<file path="src/rtl/alu_arbiter.sv">
// alu_arbiter: shares one combinational ALU between two requesters.
//   Requester 0 is the execute stage, requester 1 is the load/store address generator.
//   At most one request is granted per cycle. The granted payload is driven onto the ALU,
//   and the ALU result is captured into that requester's one-entry response register.
//
// Build option:
//   ALU_ARBITER_RR_EN  defined   -> round-robin arbitration between contending requesters.
//                      undefined -> fixed priority; requester 0 always wins, no prio state.
//
// Ports:
//   clk, rst         clock, asynchronous active-high reset
//   req_valid_i[i]   request valid (0 = execute, 1 = AGU)
//   req_ready_o[i]   request accepted this cycle (equals grant[i])
//   req_instr_i      2 x INSTR_W one-hot decoded instruction, requester i at [i*INSTR_W +: INSTR_W]
//   req_rs1_v_i      2 x 32 operand rs1, requester i at [i*32 +: 32]
//   req_rs2_v_i      2 x 32 operand rs2
//   req_imm_i        2 x 32 immediate
//   req_tag_i        2 x TAG_W opaque tag
//   resp_valid_o[i]  response register i holds a result
//   resp_ready_i[i]  consumer i takes the response this cycle
//   resp_result_o    2 x 32 captured ALU results
//   resp_tag_o       2 x TAG_W captured tags
//   alu_instr_o      instruction to the ALU, zero when nothing is granted
//   alu_rs1_v_o, alu_rs2_v_o, alu_imm_o  operands to the ALU, zero when nothing is granted
//   alu_result_i     combinational ALU result for the current operands

module alu_arbiter #(
  parameter int unsigned TAG_W   = 4,
  parameter int unsigned INSTR_W = 8
) (
  input  logic                 clk,
  input  logic                 rst,

  input  logic [1:0]           req_valid_i,
  output logic [1:0]           req_ready_o,
  input  logic [2*INSTR_W-1:0] req_instr_i,
  input  logic [63:0]          req_rs1_v_i,
  input  logic [63:0]          req_rs2_v_i,
  input  logic [63:0]          req_imm_i,
  input  logic [2*TAG_W-1:0]   req_tag_i,

  output logic [1:0]           resp_valid_o,
  input  logic [1:0]           resp_ready_i,
  output logic [63:0]          resp_result_o,
  output logic [2*TAG_W-1:0]   resp_tag_o,

  output logic [INSTR_W-1:0]   alu_instr_o,
  output logic [31:0]          alu_rs1_v_o,
  output logic [31:0]          alu_rs2_v_o,
  output logic [31:0]          alu_imm_o,
  input  logic [31:0]          alu_result_i
);

  // Response slot state
  logic [1:0]         resp_valid_q, resp_valid_d;
  logic [63:0]        resp_result_q, resp_result_d;
  logic [2*TAG_W-1:0] resp_tag_q, resp_tag_d;

  logic [1:0] eligible;
  logic [1:0] grant;
  logic       prio;  // requester favoured on contention

  // A slot being drained this cycle can take a new result at the same edge.
  assign eligible = req_valid_i & (~resp_valid_q | resp_ready_i);

  // Grant is forced to zero while reset is asserted so nothing reaches the ALU.
  always_comb begin
    grant = 2'b00;
    if (!rst) begin
      case (eligible)
        2'b01:   grant = 2'b01;
        2'b10:   grant = 2'b10;
        2'b11:   grant = prio ? 2'b10 : 2'b01;
        default: grant = 2'b00;
      endcase
    end
  end

  assign req_ready_o = grant;

  // ALU operand mux
  always_comb begin
    alu_instr_o = '0;
    alu_rs1_v_o = '0;
    alu_rs2_v_o = '0;
    alu_imm_o   = '0;
    unique case (grant)
      2'b01: begin
        alu_instr_o = req_instr_i[0 +: INSTR_W];
        alu_rs1_v_o = req_rs1_v_i[31:0];
        alu_rs2_v_o = req_rs2_v_i[31:0];
        alu_imm_o   = req_imm_i[31:0];
      end
      2'b10: begin
        alu_instr_o = req_instr_i[INSTR_W +: INSTR_W];
        alu_rs1_v_o = req_rs1_v_i[63:32];
        alu_rs2_v_o = req_rs2_v_i[63:32];
        alu_imm_o   = req_imm_i[63:32];
      end
      default: ;
    endcase
  end

  // Response slot next state: capture on grant, clear on drain, otherwise hold.
  // Result and tag are left untouched on a plain drain.
  always_comb begin
    resp_valid_d  = resp_valid_q;
    resp_result_d = resp_result_q;
    resp_tag_d    = resp_tag_q;
    for (int i = 0; i < 2; i++) begin
      if (grant[i]) begin
        resp_valid_d[i]                = 1'b1;
        resp_result_d[i*32 +: 32]      = alu_result_i;
        resp_tag_d[i*TAG_W +: TAG_W]   = req_tag_i[i*TAG_W +: TAG_W];
      end else if (resp_ready_i[i]) begin
        resp_valid_d[i] = 1'b0;
      end
    end
  end

  always_ff @(posedge clk or posedge rst) begin
    if (rst) begin
      resp_valid_q  <= '0;
      resp_result_q <= '0;
      resp_tag_q    <= '0;
    end else begin
      resp_valid_q  <= resp_valid_d;
      resp_result_q <= resp_result_d;
      resp_tag_q    <= resp_tag_d;
    end
  end

  assign resp_valid_o  = resp_valid_q;
  assign resp_result_o = resp_result_q;
  assign resp_tag_o    = resp_tag_q;

`ifdef ALU_ARBITER_RR_EN
  // After any grant the other requester is favoured next time both contend.
  logic prio_q, prio_d;

  always_comb begin
    prio_d = prio_q;
    if (grant[0]) begin
      prio_d = 1'b1;
    end else if (grant[1]) begin
      prio_d = 1'b0;
    end
  end

  always_ff @(posedge clk or posedge rst) begin
    if (rst) begin
      prio_q <= 1'b0;
    end else begin
      prio_q <= prio_d;
    end
  end

  assign prio = prio_q;
`else
  // Fixed priority: requester 0 wins every contention.
  assign prio = 1'b0;
`endif

  // Grant must never select both requesters.
  grant_onehot0_a: assert property (@(posedge clk) disable iff (rst) $onehot0(grant));

  // A granted requester must have had room in its response slot.
  grant_room_a: assert property (@(posedge clk) disable iff (rst)
    (grant & ~eligible) == 2'b00);

endmodule

</file>
<file path="config.mk">
export PLATFORM = sky130hd
export DESIGN_NAME = alu_arbiter
export DESIGN_NICKNAME = d
export VERILOG_FILES = /design/src/rtl/alu_arbiter.sv
export SDC_FILE = /design/constraint.sdc
export NUM_CORES = 1
export LEC_CHECK = 0
export ABC_AREA = 1
export CORE_AREA = 2 2 169 171
export CTS_CLUSTER_SIZE = 30
export DETAILED_ROUTE_END_ITERATION = 6
export DIE_AREA = 0 0 171 173
export GPL_ROUTABILITY_DRIVEN = 0
export PLACE_DENSITY = 0.61
export SLEW_MARGIN = 5
export SYNTH_ARGS = -nofsm -noshare
export SYNTH_HDL_FRONTEND = slang
export SYNTH_SLANG_ARGS = --single-unit
</file>
<file path="constraint.sdc">
create_clock -name clk -period 2.9 [get_ports clk]
set_input_delay 0.29 -clock clk [delete_from_list [all_inputs] [get_ports clk]]
set_output_delay 0.29 -clock clk [all_outputs]
set_load 0.02 [all_outputs]
</file>
Word-level counts from Yosys, hierarchy flattened

Index checks and enable logic that the tools add are counted.

Bits of input ports: 254
Word-level logic and storage cells: 27
Output and inout port bits: 180
Register bits: 74

Bitwise operators: 3
Eq/ne operators: 5
Muxes and demuxes: 10
Reduce and logical (&&, ||, !) cells: 3

Operators by type and width:

| operator           | number |
|---|---|
| $pmux 32 s2        | 3 |
| $pmux 8 s2         | 1 |
| $eq 2x2->1 const B | 3 |
| $eq 2x1->1 const B | 2 |
| $mux 1             | 4 |
| $pmux 2 s2         | 1 |
| $reduce_bool 2->1  | 2 |
| $and 2x2->2        | 1 |
| $mux 2             | 1 |
| $not 2->2          | 1 |
| $or 2x2->2         | 1 |
| $reduce_or 2->1    | 1 |

Logic depth before layout (Yosys ltp)

Depth after elaboration: 9
Gate-level depth with buffers: 8

Worst setup path after synthesis

Ideal clock, no wire load.

Path kind: input to output
Start: input port rst
End: output port alu_imm_o[18]
Data required time: 2610 ps
Arrival: 2025 ps
Cell stages on the path: 7
Path slack: 585 ps
Cell sequence: inv_2 > nand3_1 > inv_2 > buf_6 > buf_2 > nand2_1 > nand2_1

Longest elaborated chain between the ends: 3
Elaborated cells between the ends (all ways): 4
Those cells by class: eq/ne: 2; mux: 2

RTL lines:

| item                                     | RTL line | source |
|---|---|---|
| start: declaration                       | 32       | `input logic rst,` |
| $mux 2 *                                 | 69       | `if (!rst) begin` |
| $eq 2x2->1 or $eq 2x1->1 (tied branches) | 87       | `unique case (grant)` |
| $pmux 32 s2 *                            | 87       |  |
| end: declaration                         | 50       | `output logic [31:0] alu_imm_o,` |

Mark *: on every way between the ends. The rest lies on a longest branch, timed or not.

Worst setup path in the final report

Start: input port resp_ready_i[0]
End: output port alu_instr_o[7]

Longest elaborated chain between the ends: 8
Elaborated cells between the ends (all ways): 11
Those cells by class: eq/ne: 5; mux: 3; bitwise: 2; reduce/logical: 1

RTL lines:

| item                                     | RTL line | source |
|---|---|---|
| start: declaration                       | 43       | `input logic [1:0] resp_ready_i,` |
| $or 2x2->2 *                             | 64       | `assign eligible = req_valid_i & (~resp_valid_q \| resp_ready_i);` |
| $and 2x2->2 *                            | 64       |  |
| $eq 2x2->1 or $eq 2x1->1 (tied branches) | 70       | `case (eligible)` |
| $reduce_or 2->1 (no source line)         | n/a      |  |
| $pmux 2 s2 *                             | 70       |  |
| $mux 2 *                                 | 69       |  |
| $eq 2x2->1 or $eq 2x1->1 (tied branches) | 87       |  |
| $pmux 8 s2 *                             | 87       |  |
| end: declaration                         | 47       | `output logic [INSTR_W-1:0] alu_instr_o,` |

Marks and branches as above.

==> out/metrics.yaml <==
synth-seq-area-share_pct: 38.2
clk_pin_slew_ns: 0.06
grt_overflow_total: 0
grt_usage_pct: 15.5
antenna_found_initial: 1
rsz0062_at_grt: "false"
skew_ns: 0.0112
setup_violations: 0
drtIter0Drc: 322
fp.coreArea_mm2: 0.0276
ff_latch_area_mm2: 0.00185
syn2layout_area_growth_pct: 105
synth_edf_count: 0
cellLeakagePower_nw: 4.45
synth_top_area_share_pct: 38.2
fin_crit_ns: 2.65
cts_tree: "done"
final_core_util_pct: 36.0
r2r-end: "resp_result_o[62]"
avgViaCountPerCell: 4.07
dieArea_mm2: 0.0296
cp-endpoint: "alu_instr_o[7]"
yosysMostFrequentCell: "nand2_1"
initial_utilization_pct: 17.5
worst_ep_arrival_time_ns: 2.35
numCtsBuffers: 9
insertedDiodeCount: 0
syn-cell-area_mm2: 0.00484
syn_inst: 669
final.setup.tns_ns: 0
htree_levels: 3
maxCapViolations: 0
synthTopCellsByArea: "dfrtp_1 38%, nand2_1 30%, nand3_2 17%, nand3_1 6.3%, buf_6 2.8%"
postCtsSetupBuffers: 0
clock_latency_ns: 0.34
wl_per_cell_um: 16.4
dp_hpwl_um: 19000
slew_viol_final: 0
hold_viol_final: 0
cts_sinks: 74
cp-startpoint: "resp_ready_i[0]"
grt_pass1_wl_um: 35000
detail-route-antenna-nets: 0
ctsHoldBuffers: 0
die_x_um: 171
die-height_um: 173
worstReg2RegStart: "resp_valid_o[0]"
synth_seq_cells: 74
io_pins: 434
grt_max_degree: 51
synthFlopType: "dfrtp_1"
synth.avg_cell_area_um2: 7.24
synth.net_count: 923
rr_worst_depth: 7
power.density_mw_per_mm2: 439
synth_commonest_cells: "391 x nand2_1, 80 x nand3_2, 74 x dfrtp_1, 61 x nand3_1, 25 x buf_2"
r2r_slack_ns: 1.01
hp-class: "primary input to asynchronous set/reset pin"
detailroute.via_count: 5989
ys_warn_count: 0
place.port_buffers: 433
wirelength_um: 24200
multi_input_comb_area_mm2: 0.00263
slew_headroom_pct: 62.7
clock_path_buffers: 2
fp-row-count: 61
fin_crit_sh_pct: 91.2
crit_required_ns: 2.61
firstDrtPassIters: 5
synth_cell_type_count: 14
async_flop_share_pct: 100
worst_slew_pin_slew_ns: 0.559
fmax_ghz: 0.378
hold-worst-slack_ns: 0.402
critPathMaxFanout: 19
fin_nets: 1343
worstSetupEndpointType: "output pin"
cts_root_buffer: "clkbuf_16"
finalPower_mw: 4.36
drc: 0
cp-start-kind: "primary input"
grt_pass1_vias: 5840
status: "finished clean"
ir_drop_mv: 0.350
postCtsResizedCells: 0
drive_above_1_share_pct: 12.1
post-synth-top-area-cell: "dfrtp_1"
crit_type: "primary input to output pin"
n_fill_cell: 2909
==> cells by family after synthesis <==
kind of cell | after synthesis | synth area share, %
AND/OR/NAND/NOR | 536 | 53.7
flip-flops | 74 | 38.2
AO/OA/AOI/OAI | 1 | 0.103
buffers and inverters | 58 | 7.93
==> final cells by class <==
cell class / count / area share, %
clock buffer: 9 / 2.27
clock inverter: 7 / 0.755
inverter: 5 / 0.227
multi-input combinational: 537 / 26.4
sequential: 74 / 18.6
tap: 378 / 4.76
timing repair buffer: 462 / 46.9
==> report_power, final <==
part | internal, mW | total [mW] | switching (mW) | leakage, nW
combinational | 0.948 | 1.89 | 0.940 | 3.39
sequential | 1.22 | 1.32 | 0.106 | 0.921
clock | 0.671 | 1.15 | 0.479 | 0.138
total | 2.84 | 4.36 | 1.53 | 4.45
==> state kept, by name, indices dropped and copies added, names as in the netlist <==
signal	count
resp_valid_o	2
resp_result_o	64
resp_tag_o	8
==> layer usage <==
metal | global-route usage (%) | vias to the layer above | routed length [µm]
li1 | - | 2939 | -
met1 | 18.6 | 2761 | 9760
met2 | 27.6 | 271 | 12200
met3 | 4.51 | 16 | 2010
met4 | 2.30 | 2 | 170
met5 | 0 | - | 9
==> critical path, stage by stage <==
cell and delay, ns:
clkdlybuf4s50_1 0.46, inv_1 0.04, nand2_1 0.19, nand3_2 0.14, inv_4 0.14, buf_4 0.25
nand2_1 0.09, nand2_1 0.12, clkdlybuf4s50_1 0.62
==> per-stage QoR <==
step                      instances  instance area (µm²)  setup slack, ns
after detailed placement       1456                 9640            0.265
after CTS                      1472                 9940            0.262
after global routing           1472                 9940            0.184
final                          1472                 9940            0.255
after global placement         1456                 9640            0.263
after floorplan                 669                 4840            0.585
==> cell usage in the layout, fill, tap and decap left out, drive strengths merged <==
cell type	n
o21ai	1
bufinv	1
clkdlybuf4s50	433
clkinv	2
nand2	393
buf	29
nand3	141
nor2	2
dfrtp	74
clkbuf	9
clkinvlp	3
inv	6
==> how the worst min path moves through the flow <==
stage / start / to / slack, ns / cells after the start
after detailed placement: resp_result_o[39] / resp_result_o[39] / 0.46 / 2
after floorplan: resp_ready_i[1] / resp_valid_o[1] / 0.37 / 1
after global placement: resp_result_o[39] / resp_result_o[39] / 0.45 / 2
after global routing: rst / resp_result_o[38] / 0.44 / 3
after CTS: rst / resp_result_o[38] / 0.44 / 3
final: rst / resp_result_o[38] / 0.40 / 3
No activity file was read; power rests on OpenSTA's default activity.
